[src/rtl/daq_pkg.sv]
// Shared defaults and FSM encoding for the DAQ event buffer.
package daq_pkg;
  localparam int unsigned DAQ_DATA_W  = 32;
  localparam int unsigned DAQ_ADDR_W  = 20;
  localparam int unsigned DAQ_FIFO_AW = 4;

  typedef enum logic [2:0] {
    ST_IDLE,
    ST_WR_REQ,
    ST_WR_WAIT,
    ST_RD_REQ,
    ST_RD_WAIT
  } state_e;
endpackage

[src/rtl/daq_event_buffer_sync_fifo.sv]
// Synchronous FIFO with registered full/empty flags and a first-word-fall-through head.
module sync_fifo #(
  parameter int unsigned WIDTH = 32,
  parameter int unsigned AW    = 4
) (
  input  logic             clk_i,
  input  logic             rst_i,
  input  logic             clr_i,
  input  logic             push_i,
  input  logic             pop_i,
  input  logic [WIDTH-1:0] wdata_i,
  output logic [WIDTH-1:0] head_o,
  output logic             full_o,
  output logic             empty_o
);
  localparam int unsigned DEPTH = 1 << AW;

  logic [WIDTH-1:0] mem_q [DEPTH];
  logic [AW-1:0]    wp_q, rp_q;
  logic [AW:0]      cnt_q, cnt_d;
  logic             full_q, empty_q;
  logic             do_push, do_pop;

  assign do_pop  = pop_i && !empty_q;
  assign do_push = push_i && (!full_q || do_pop);
  assign head_o  = mem_q[rp_q];
  assign full_o  = full_q;
  assign empty_o = empty_q;

  always_comb begin
    cnt_d = cnt_q;
    if (do_push && !do_pop) begin
      cnt_d = cnt_q + (AW+1)'(1);
    end else if (!do_push && do_pop) begin
      cnt_d = cnt_q - (AW+1)'(1);
    end
  end

  always_ff @(posedge clk_i) begin
    if (rst_i || clr_i) begin
      wp_q    <= '0;
      rp_q    <= '0;
      cnt_q   <= '0;
      full_q  <= 1'b0;
      empty_q <= 1'b1;
    end else begin
      if (do_push) wp_q <= wp_q + AW'(1);
      if (do_pop)  rp_q <= rp_q + AW'(1);
      cnt_q   <= cnt_d;
      full_q  <= (cnt_d == (AW+1)'(DEPTH));
      empty_q <= (cnt_d == '0);
    end
  end

  always_ff @(posedge clk_i) begin
    if (do_push) mem_q[wp_q] <= wdata_i;
  end
endmodule

[src/rtl/daq_event_buffer.sv]
// Stages acquisition words in a FIFO, drains them into a DDR ring buffer and
// serves host readout of the oldest word, arbitrating between the two.
module daq_event_buffer
  import daq_pkg::*;
#(
  parameter int unsigned DATA_W  = DAQ_DATA_W,
  parameter int unsigned ADDR_W  = DAQ_ADDR_W,
  parameter int unsigned FIFO_AW = DAQ_FIFO_AW
) (
  input  logic              sys_clk,
  input  logic              reset,
  input  logic [DATA_W-1:0] in_data,
  input  logic              in_valid,
  output logic              in_ready,
  input  logic              host_rd_req,
  output logic [DATA_W-1:0] host_rd_data,
  output logic              host_rd_valid,
  output logic              host_rd_empty,
  input  logic              host_clear,
  output logic              overflow,
  output logic [ADDR_W:0]   word_count,
  output logic [DATA_W-1:0] mem_data_i,
  output logic [ADDR_W-1:0] mem_addr,
  output logic              mem_write_req,
  output logic              mem_read_req,
  input  logic [DATA_W-1:0] mem_data_o,
  input  logic              mem_busy
);
  localparam logic [ADDR_W:0] RING_FULL = {1'b1, {ADDR_W{1'b0}}};

  state_e            state_q;
  logic [ADDR_W-1:0] wr_ptr_q, rd_ptr_q, addr_q;
  logic [ADDR_W:0]   count_q;
  logic [DATA_W-1:0] wdata_q, rdata_q;
  logic              wreq_q, rreq_q, rvalid_q, rempty_q, ovf_q;
  logic              rd_pend_q, clr_pend_q, last_wr_q, busy_seen_q;

  logic              fifo_full, fifo_empty, fifo_push, fifo_pop;
  logic [DATA_W-1:0] fifo_head;
  logic              can_wr, can_rd, clr_now, wr_inflight, complete;

  assign in_ready      = !fifo_full;
  assign fifo_push     = in_valid && in_ready;
  assign fifo_pop      = (state_q == ST_WR_REQ) && !mem_busy;
  assign can_wr        = !fifo_empty && (count_q != RING_FULL);
  assign can_rd        = rd_pend_q && (count_q != '0);
  assign clr_now       = (state_q == ST_IDLE) && (host_clear || clr_pend_q);
  assign wr_inflight   = (state_q == ST_WR_REQ) || (state_q == ST_WR_WAIT);
  assign complete      = busy_seen_q && !mem_busy;

  assign host_rd_data  = rdata_q;
  assign host_rd_valid = rvalid_q;
  assign host_rd_empty = rempty_q;
  assign overflow      = ovf_q;
  assign word_count    = count_q;
  assign mem_data_i    = wdata_q;
  assign mem_addr      = addr_q;
  assign mem_write_req = wreq_q;
  assign mem_read_req  = rreq_q;

  sync_fifo #(
    .WIDTH (DATA_W),
    .AW    (FIFO_AW)
  ) u_fifo (
    .clk_i   (sys_clk),
    .rst_i   (reset),
    .clr_i   (clr_now),
    .push_i  (fifo_push),
    .pop_i   (fifo_pop),
    .wdata_i (in_data),
    .head_o  (fifo_head),
    .full_o  (fifo_full),
    .empty_o (fifo_empty)
  );

  always_ff @(posedge sys_clk) begin
    if (reset) begin
      state_q     <= ST_IDLE;
      wr_ptr_q    <= '0;
      rd_ptr_q    <= '0;
      addr_q      <= '0;
      count_q     <= '0;
      wdata_q     <= '0;
      rdata_q     <= '0;
      wreq_q      <= 1'b0;
      rreq_q      <= 1'b0;
      rvalid_q    <= 1'b0;
      rempty_q    <= 1'b0;
      ovf_q       <= 1'b0;
      rd_pend_q   <= 1'b0;
      clr_pend_q  <= 1'b0;
      last_wr_q   <= 1'b0;
      busy_seen_q <= 1'b0;
    end else begin
      rvalid_q <= 1'b0;
      rempty_q <= 1'b0;
      if (in_valid && !in_ready) ovf_q <= 1'b1;
      if (host_clear && state_q != ST_IDLE) clr_pend_q <= 1'b1;

      // An empty ring only answers "empty" when no write could still land.
      if (host_rd_req && !rd_pend_q) begin
        if (count_q == '0 && !wr_inflight) rempty_q  <= 1'b1;
        else                               rd_pend_q <= 1'b1;
      end

      case (state_q)
        ST_IDLE: begin
          busy_seen_q <= 1'b0;
          if (clr_now) begin
            wr_ptr_q   <= '0;
            rd_ptr_q   <= '0;
            count_q    <= '0;
            ovf_q      <= 1'b0;
            rd_pend_q  <= 1'b0;
            clr_pend_q <= 1'b0;
          end else if (can_wr && (!can_rd || !last_wr_q)) begin
            wreq_q    <= 1'b1;
            addr_q    <= wr_ptr_q;
            wdata_q   <= fifo_head;
            last_wr_q <= 1'b1;
            state_q   <= ST_WR_REQ;
          end else if (can_rd) begin
            rreq_q    <= 1'b1;
            addr_q    <= rd_ptr_q;
            last_wr_q <= 1'b0;
            state_q   <= ST_RD_REQ;
          end
        end
        ST_WR_REQ: begin
          if (!mem_busy) begin
            wreq_q  <= 1'b0;
            state_q <= ST_WR_WAIT;
          end
        end
        ST_WR_WAIT: begin
          if (mem_busy) busy_seen_q <= 1'b1;
          if (complete) begin
            wr_ptr_q <= wr_ptr_q + ADDR_W'(1);
            count_q  <= count_q + (ADDR_W+1)'(1);
            state_q  <= ST_IDLE;
          end
        end
        ST_RD_REQ: begin
          if (!mem_busy) begin
            rreq_q  <= 1'b0;
            state_q <= ST_RD_WAIT;
          end
        end
        ST_RD_WAIT: begin
          if (mem_busy) busy_seen_q <= 1'b1;
          if (complete) begin
            rdata_q   <= mem_data_o;
            rvalid_q  <= !(clr_pend_q || host_clear);
            rd_ptr_q  <= rd_ptr_q + ADDR_W'(1);
            count_q   <= count_q - (ADDR_W+1)'(1);
            rd_pend_q <= 1'b0;
            state_q   <= ST_IDLE;
          end
        end
        default: state_q <= ST_IDLE;
      endcase
    end
  end
endmodule

[config.mk]
export PLATFORM = sky130hd
export DESIGN_NAME = daq_event_buffer
export DESIGN_NICKNAME = d
export VERILOG_FILES = /design/src/rtl/daq_pkg.sv /design/src/rtl/daq_event_buffer_sync_fifo.sv /design/src/rtl/daq_event_buffer.sv
export SDC_FILE = /design/constraint.sdc
export NUM_CORES = 1
export LEC_CHECK = 0
export ABC_CLOCK_PERIOD_IN_PS = 5100
export BUFFER_PORTS_ARGS = -buffer_cell sky130_fd_sc_hd__buf_2
export CAP_MARGIN = 0
export CORE_ASPECT_RATIO = 1.1
export CORE_UTILIZATION = 60
export DETAILED_ROUTE_END_ITERATION = 10
export PLACE_DENSITY = 0.81
export RECOVER_POWER = 25
export SETUP_SLACK_MARGIN = 0.05
export SYNTH_ARGS = -nofsm -noshare
export SYNTH_HDL_FRONTEND = slang
export SYNTH_HIERARCHICAL = 1
export SYNTH_SLANG_ARGS = --single-unit
[constraint.sdc]
create_clock -name sys_clk -period 5.1 [get_ports sys_clk]
set_clock_uncertainty 0.05 [all_clocks]
set_input_delay 0.51 -clock sys_clk [delete_from_list [all_inputs] [get_ports sys_clk]]
set_output_delay 0.51 -clock sys_clk [all_outputs]
set_load 0.01 [all_outputs]
# --- Yosys cells after proc, flatten, opt, wreduce, memory -nomap -nowiden ---
# Memories as Yosys holds them, arrays and structs flattened. A register that Yosys moved wholly into a read port is not among the register bits.
# Cells that the tools add are included.
classes:
  n_addsub: 8
  n_eq_ne: 18
  n_mux: 46
  n_bitwise: 4
  n_reduce_logical: 55
op_table:
  columns: ["cell", "count"]
  rows:
  - ["$mux 20", 5]
  - ["$pmux 20 s2", 2]
  - ["$mux 21", 3]
  - ["$pmux 21 s3", 1]
  - ["$add 20x1->20 const B", 2]
  - ["$mux 1", 22]
  - ["$add 21x1->21 const B", 1]
  - ["$logic_not 21->1", 1]
  - ["$ne 21x21->1 const B", 1]
  - ["$reduce_bool 21->1", 1]
  - ["$sub 21x1->21 const B", 1]
  - ["$mux 3", 6]
  - ["$logic_and 1x1->1", 15]
  - ["$ne 2x2->1 const B", 7]
  - ["$pmux 3 s4", 1]
  - ["$reduce_and 3->1", 4]
  - ["$reduce_bool 2->1", 6]
  - ["$logic_not 1->1", 10]
  - ["$mux 5", 2]
  - ["$reduce_and 5->1", 2]
  - ["$add 4x1->4 const B", 2]
  - ["$ne 2x1->1 const B", 4]
  - ["$pmux 1 s2", 4]
  - ["$reduce_and 4->1", 2]
  - ["15 further kinds", 26]
totals:
  register_bits: 140
  ramBits: 512
  input_bits: 70
  output_inout_bits: 111
  word_cells: 152
  memories: 1
memory_table:
  columns: ["memory", "words", "width", "read_ports", "rd_clocked_by_memory_dff", "write_ports", "line", "source"]
  rows:
  - ["u_fifo.mem_q", 16, 32, 1, 1, 1, "daq_event_buffer_sync_fifo.sv:18", "logic [WIDTH-1:0] mem_q [DEPTH];"]

# --- Logic depth before layout (Yosys ltp) ---
logic_depth:
  depth_word: 10
  ltp_mapped: 11
  depth_no_buf: 10

# --- Cells and area by module ---
# Netlist, hierarchy kept.
by_module_without_submodules:
  columns: ["module", "instances", "cells_each", "area_per_inst_um2", "seq_area_each_um2"]
  rows:
  - ["sync_fifo", 1, 826, 20332.0, 15755.1]
  - ["daq_event_buffer", 1, 832, 7075.5, 3143.0]

# --- Least setup slack after synthesis ---
# Ideal clock, no wire load.
synth_timing:
  kind: "reg-to-reg"
  start: "register state_q[1]"
  end: "memory u_fifo.mem_q[3][0], enable pin"
  t_arrival_ns: 3.893
  path_slack_ns: 0.696
  path_stages_with_launch: 7
  path_buffers: 1
  synth_period_minus_slack_ns: 4.404
  cell_sequence: "dfxtp_1 clkbuf_1 nor4_1 nand2b_2 a21boi_2 nand2_1 nor3_1"
synth_via:
  elab_chain_cells: 7
synth_rtl:
  columns: ["element", "line", "source"]
  rows:
  - ["start: declaration", "daq_event_buffer.sv:31", "state_e state_q;"]
  - ["start signal: assignment", "daq_event_buffer.sv:78", "state_q <= ST_IDLE;"]
  - ["start signal: assignment", "daq_event_buffer.sv:121", "state_q <= ST_WR_REQ;"]
  - ["start signal: assignment", "daq_event_buffer.sv:126", "state_q <= ST_RD_REQ;"]
  - ["$eq 3x1->1", "daq_event_buffer.sv:44", "assign fifo_pop = (state_q == ST_WR_REQ) && !mem_busy;"]
  - ["$logic_and 1x1->1", "daq_event_buffer.sv:44", null]
  - ["via fifo_pop", "daq_event_buffer.sv:38", "logic fifo_full, fifo_empty, fifo_push, fifo_pop;"]
  - ["$logic_and 1x1->1", "daq_event_buffer_sync_fifo.sv:24", "assign do_pop = pop_i && !empty_q;"]
  - ["$logic_or 1x1->1", "daq_event_buffer_sync_fifo.sv:25", "assign do_push = push_i && (!full_q || do_pop);"]
  - ["$logic_and 1x1->1", "daq_event_buffer_sync_fifo.sv:25", null]
  - ["$mux 1", "daq_event_buffer_sync_fifo.sv:56", "if (do_push) mem_q[wp_q] <= wdata_i;"]
  - ["$mux 1 (implied by the code)", "daq_event_buffer_sync_fifo.sv:56", null]
  - ["end: declaration", "daq_event_buffer_sync_fifo.sv:18", null]
# The timed path passes the listed nets, and every way through them passes these cells.

# --- Worst setup path after layout ---
layout_timing:
  start: "register state_q[0]"
  end: "memory u_fifo.mem_q[11][11], enable pin"
# Same word-level chain as after synthesis.

==> impl_summary.md <==
Run status
The flow ran to the end, and the final reports show no timing, DRC or antenna violations.

CTS
The H-tree depth reported by CTS is 3. For this design, the CTS-stage hold fixing added 0 buffers. The number of setup buffers added after CTS is 0.

The quantity of gates resized following cts is 0. The CTS sink count is 688. The clock transition at the registers of the reported paths is 0.06 ns. No sink is reached through more buffers than the 3 on the longest clock path. The tree is rooted in a sky130_fd_sc_hd__clkbuf_16.

Clock tree synthesis inserted a total of 68 buffers. The clock reaches the later pin of the worst-skew pair after 0.60 ns. The TritonCTS clock tree is done.

STA
The final critical delay including setup and external delays is 3.79 ns. The total count of hold-check failures in the final report came to 0. The setup TNS is 0 ns. The final period utilization is 74.3%. The setup-violating endpoint count in the final report is 0. Setup repair after global routing left no endpoint under its margin. For the pin with the worst max-slew slack, the measured transition is 1.37 ns.

The achievable clock frequency is 264 MHz. The final setup slack of the worst path is 1.31 ns. The number of pins with negative max-slew slack in the final report is 0. The max-slew headroom at the worst pin is 8.74%.

Die
The starting density of the core is 61.2%. The die span in y is 226 um. The initialized floorplan defines 81 standard-cell rows. The die outline area is 0.0465 sq mm. From left edge to right edge, the die measures 206 um. The number of I/O pins is 181. The core outline area is 0.0448 sq mm.

Synth
Counting every instance in the synthesized netlist gives 1,658. By count the netlist is led by 512 x sky130_fd_sc_hd__edfxtp_1, 176 x sky130_fd_sc_hd__dfxtp_1, 129 x sky130_fd_sc_hd__nor2_1, 128 x sky130_fd_sc_hd__mux4_2, 116 x sky130_fd_sc_hd__nand2_1. The library cell occupying the most area in the post-synthesis netlist is sky130_fd_sc_hd__edfxtp_1. The summed instance area of the synthesized netlist is 0.0274 sq mm.

sky130_fd_sc_hd__edfxtp_1 is the most common cell in the netlist. Of all flip-flops after synthesis, the portion carrying an async set or reset was 0%. Sorting the synthesized cells by area gives the leading types as sky130_fd_sc_hd__edfxtp_1 56%, sky130_fd_sc_hd__dfxtp_1 13%, sky130_fd_sc_hd__mux4_2 11%. Counting flops and latches in the post-synthesis netlist gives 688. The most used flip-flop cell after synthesis is sky130_fd_sc_hd__edfxtp_1.

The count of flip-flops with a built-in enable after synthesis is 512. The synthesized net count is 1,757. After synthesis, the largest area contributor takes up 56.1% of total cell area. After synthesis, the mean cell area works out to 16.5 sq um. The synthesis warning total is 6. The share of the Yosys chip area taken by registers is 69.0%. In this run, distinct cell masters in the synthesized netlist total 70.

Critical path
Walking the worst path, the cells encountered are inv_1, nor4_1, nand2b_2, a21boi_2, nand2_1, nor2_4. For flop-to-flop paths, the worst setup slack is 1.31 ns. The largest delay contributor family on the critical path is simple AND/OR/NAND/NOR gates. The total buffers and inverters traversed by the critical path is 1. The worst flop-to-flop path endpoint is u_fifo/mem_q[11][11]. Counting cells, the worst reg-to-reg path comes to 6. The maximum fanout along the worst path is 32.

The kind of launch point of the worst setup path is a register. The nature of the critical path endpoint is a register. STA puts the critical path data required time at 5.24 ns.

The library cell contributing the largest single delay on the critical path is sky130_fd_sc_hd__nor2_4. The class of the most critical setup path is reg2reg. The startpoint of the worst-slack reg-to-reg timing path is state_q[0]. For the worst setup path, the data arrival time is 3.93 ns. The peak per-stage delay on the critical path is 1.07 ns.

Global route
The total global-route track usage is 27.0%. The global-route congestion overflow total is 0. The pin count of the biggest net entering global routing is 88. The initial antenna violation count came to 0. The number of global-route vias before repair came to 15,472. The first-pass GRT wire length is 91.6 mm.

Final layout
The net total in the final layout is 1,950. After filler insertion, the fill cell instance count of the layout stands at 2,799. The number of antenna diodes in the final layout is 0. The final cell area excluding filler cells is 0.0311 sq mm. The area growth from synthesis to layout is 13.5%. Excluding fillers, the count of instances in the completed layout stands at 2,487. Cells with a size suffix above 1 make up 23.6% of the layout.

Placed design
At the end of routability-driven placement, the weighted congestion stood at 0.869. The quantity of I/O buffers inserted on ports is 180. Once placement finished, the instance area stood at 0.0290 sq mm. The detailed placer's ending HPWL is 34.4 mm.

The worst slack at placement is 1.41 ns. The cell count after placement is 2,362.

Drt
The iteration count of the initial detailed-routing pass is 6. The sum of routed wire length over all layers is 61.6 mm. The number of vias after detailed routing is 15,645. The remaining design rule violation count is 0.

The remaining antenna violation count after routing is 0. The post-detailed-route wirelength per cell is 24.8 um. Using the TritonRoute via totals, the vias-per-cell ratio works out to 6.29. The number of design-rule violations left by the first detailed-router iteration is 1,451.

Pwr
Power spread over the standard cell area amounts to 361 mW/mm^2. The largest vdd supply drop is 380 uV. In this run the static leakage power is 10.3 nW.

The overall power consumption is 11.2 mW.

Worst hold path
The worst min-delay path endpoint is host_rd_data[26]. The min-delay analysis places its worst path in the category in2reg. The cell depth of the worst hold path is 3.

The hold path startpoint is mem_data_o[26].

Run
The count of max-cap constraint violations is 0.
-- worst min-delay path: stages --
cell	delay, ns
sky130_fd_sc_hd__buf_2	0.09
sky130_fd_sc_hd__nand2_1	0.04
sky130_fd_sc_hd__a21oi_1	0.05
-- per-layer routing --
| layer | vias up | routed length, um | global-route usage, % |
|---|---|---|---|
| met2 | 795 | 31400 | 45.6 |
| met3 | 106 | 5000 | 4.66 |
| met4 | 0 | 1690 | 9.84 |
| li1 | 6869 | - | - |
| met1 | 7875 | 23500 | 35.3 |
| met5 | - | 0 | 0 |
-- layout by cell type (no fill, tap or decap), types with 11 or more instances in the layout --
cell type and n:
sky130_fd_sc_hd__nor2_1 116, sky130_fd_sc_hd__ha_1 28, sky130_fd_sc_hd__dfxtp_1 172, sky130_fd_sc_hd__mux2i_1 53
sky130_fd_sc_hd__nand4_1 13, sky130_fd_sc_hd__clkbuf_16 70, sky130_fd_sc_hd__o21ai_0 58, sky130_fd_sc_hd__buf_2 151
sky130_fd_sc_hd__buf_4 23, sky130_fd_sc_hd__mux4_1 32, sky130_fd_sc_hd__nand2_1 116, sky130_fd_sc_hd__clkinv_2 12
sky130_fd_sc_hd__clkbuf_1 38, sky130_fd_sc_hd__mux4_2 128, sky130_fd_sc_hd__nand3_1 20, sky130_fd_sc_hd__xor2_1 23
sky130_fd_sc_hd__edfxtp_1 512, sky130_fd_sc_hd__a21oi_1 92, sky130_fd_sc_hd__inv_1 20, sky130_fd_sc_hd__nor2_4 12
sky130_fd_sc_hd__nor3_1 15, sky130_fd_sc_hd__or3_1 11, sky130_fd_sc_hd__xnor2_1 34
-- metrics by stage --
stage	utilization, %	hold slack [ns]
final	69.4	0.108
after global routing	69.4	0.102
after CTS	69.5	0.0754
after detailed placement	64.7	0.394
after global placement	64.7	0.388
after floorplan	-	0.411
-- sequential cells by signal, summed over array words and instances, names as in the netlist, 5 cells and up, named ones only --
| register | flops |
|---|---|
| word_count | 21 |
| u_fifo/mem_q | 512 |
| wr_ptr_q | 20 |
| rd_ptr_q | 20 |
| host_rd_data | 32 |
| mem_data_i | 32 |
| u_fifo/cnt_q | 5 |
| mem_addr | 20 |
-- report_power, final --
| part | switching [mW] | internal [mW] |
|---|---|---|
| clock network | 2.10 | 2.76 |
| registers | 0.0206 | 6.05 |
| logic | 0.186 | 0.0962 |
| total | 2.31 | 8.91 |
-- layout make-up --
type                            instances  area (sq um)  area share, %
Sequential cell                       688         18900           60.8
Multi-Input combinational cell        869          8130           26.1
Clock buffer                           85          1860           5.97
Timing Repair Buffer                  205          1090           3.52
Tap cell                              581           727           2.34
Clock inverter                         40           319           1.03
Inverter                               19          71.3          0.229
-- worst max path at each step --
| stage | to | startpoint | slack (ns) | depth (start not counted) |
|---|---|---|---|---|
| 2_1_floorplan | u_fifo/mem_q[3][0] | state_q[1] | 0.70 | 6 |
| 3_3_place_gp | u_fifo/mem_q[15][16] | state_q[0] | 1.55 | 6 |
| 3_5_place_dp | u_fifo/mem_q[11][1] | state_q[0] | 1.41 | 6 |
| 4_1_cts | u_fifo/mem_q[11][11] | state_q[0] | 1.35 | 6 |
| 5_1_grt | u_fifo/mem_q[11][11] | state_q[0] | 1.08 | 6 |
| 6_report | u_fifo/mem_q[11][11] | state_q[0] | 1.31 | 6 |
-- logic make-up (layout without fill, tap and decap cells) --
group | Yosys count | after routing | share of synthesized area, %
AO/OA/AOI/OAI | 199 | 199 | 4.20
XOR/XNOR | 57 | 57 | 1.82
adder cells (fa/ha/maj) | 29 | 29 | 1.35
buffers and inverters | 101 | 349 | 1.91
flip-flops | 688 | 688 | 69.0
multiplexers | 213 | 213 | 15.5
AND/OR/NAND/NOR | 371 | 371 | 6.25
Power figures use the tool's default switching activity.
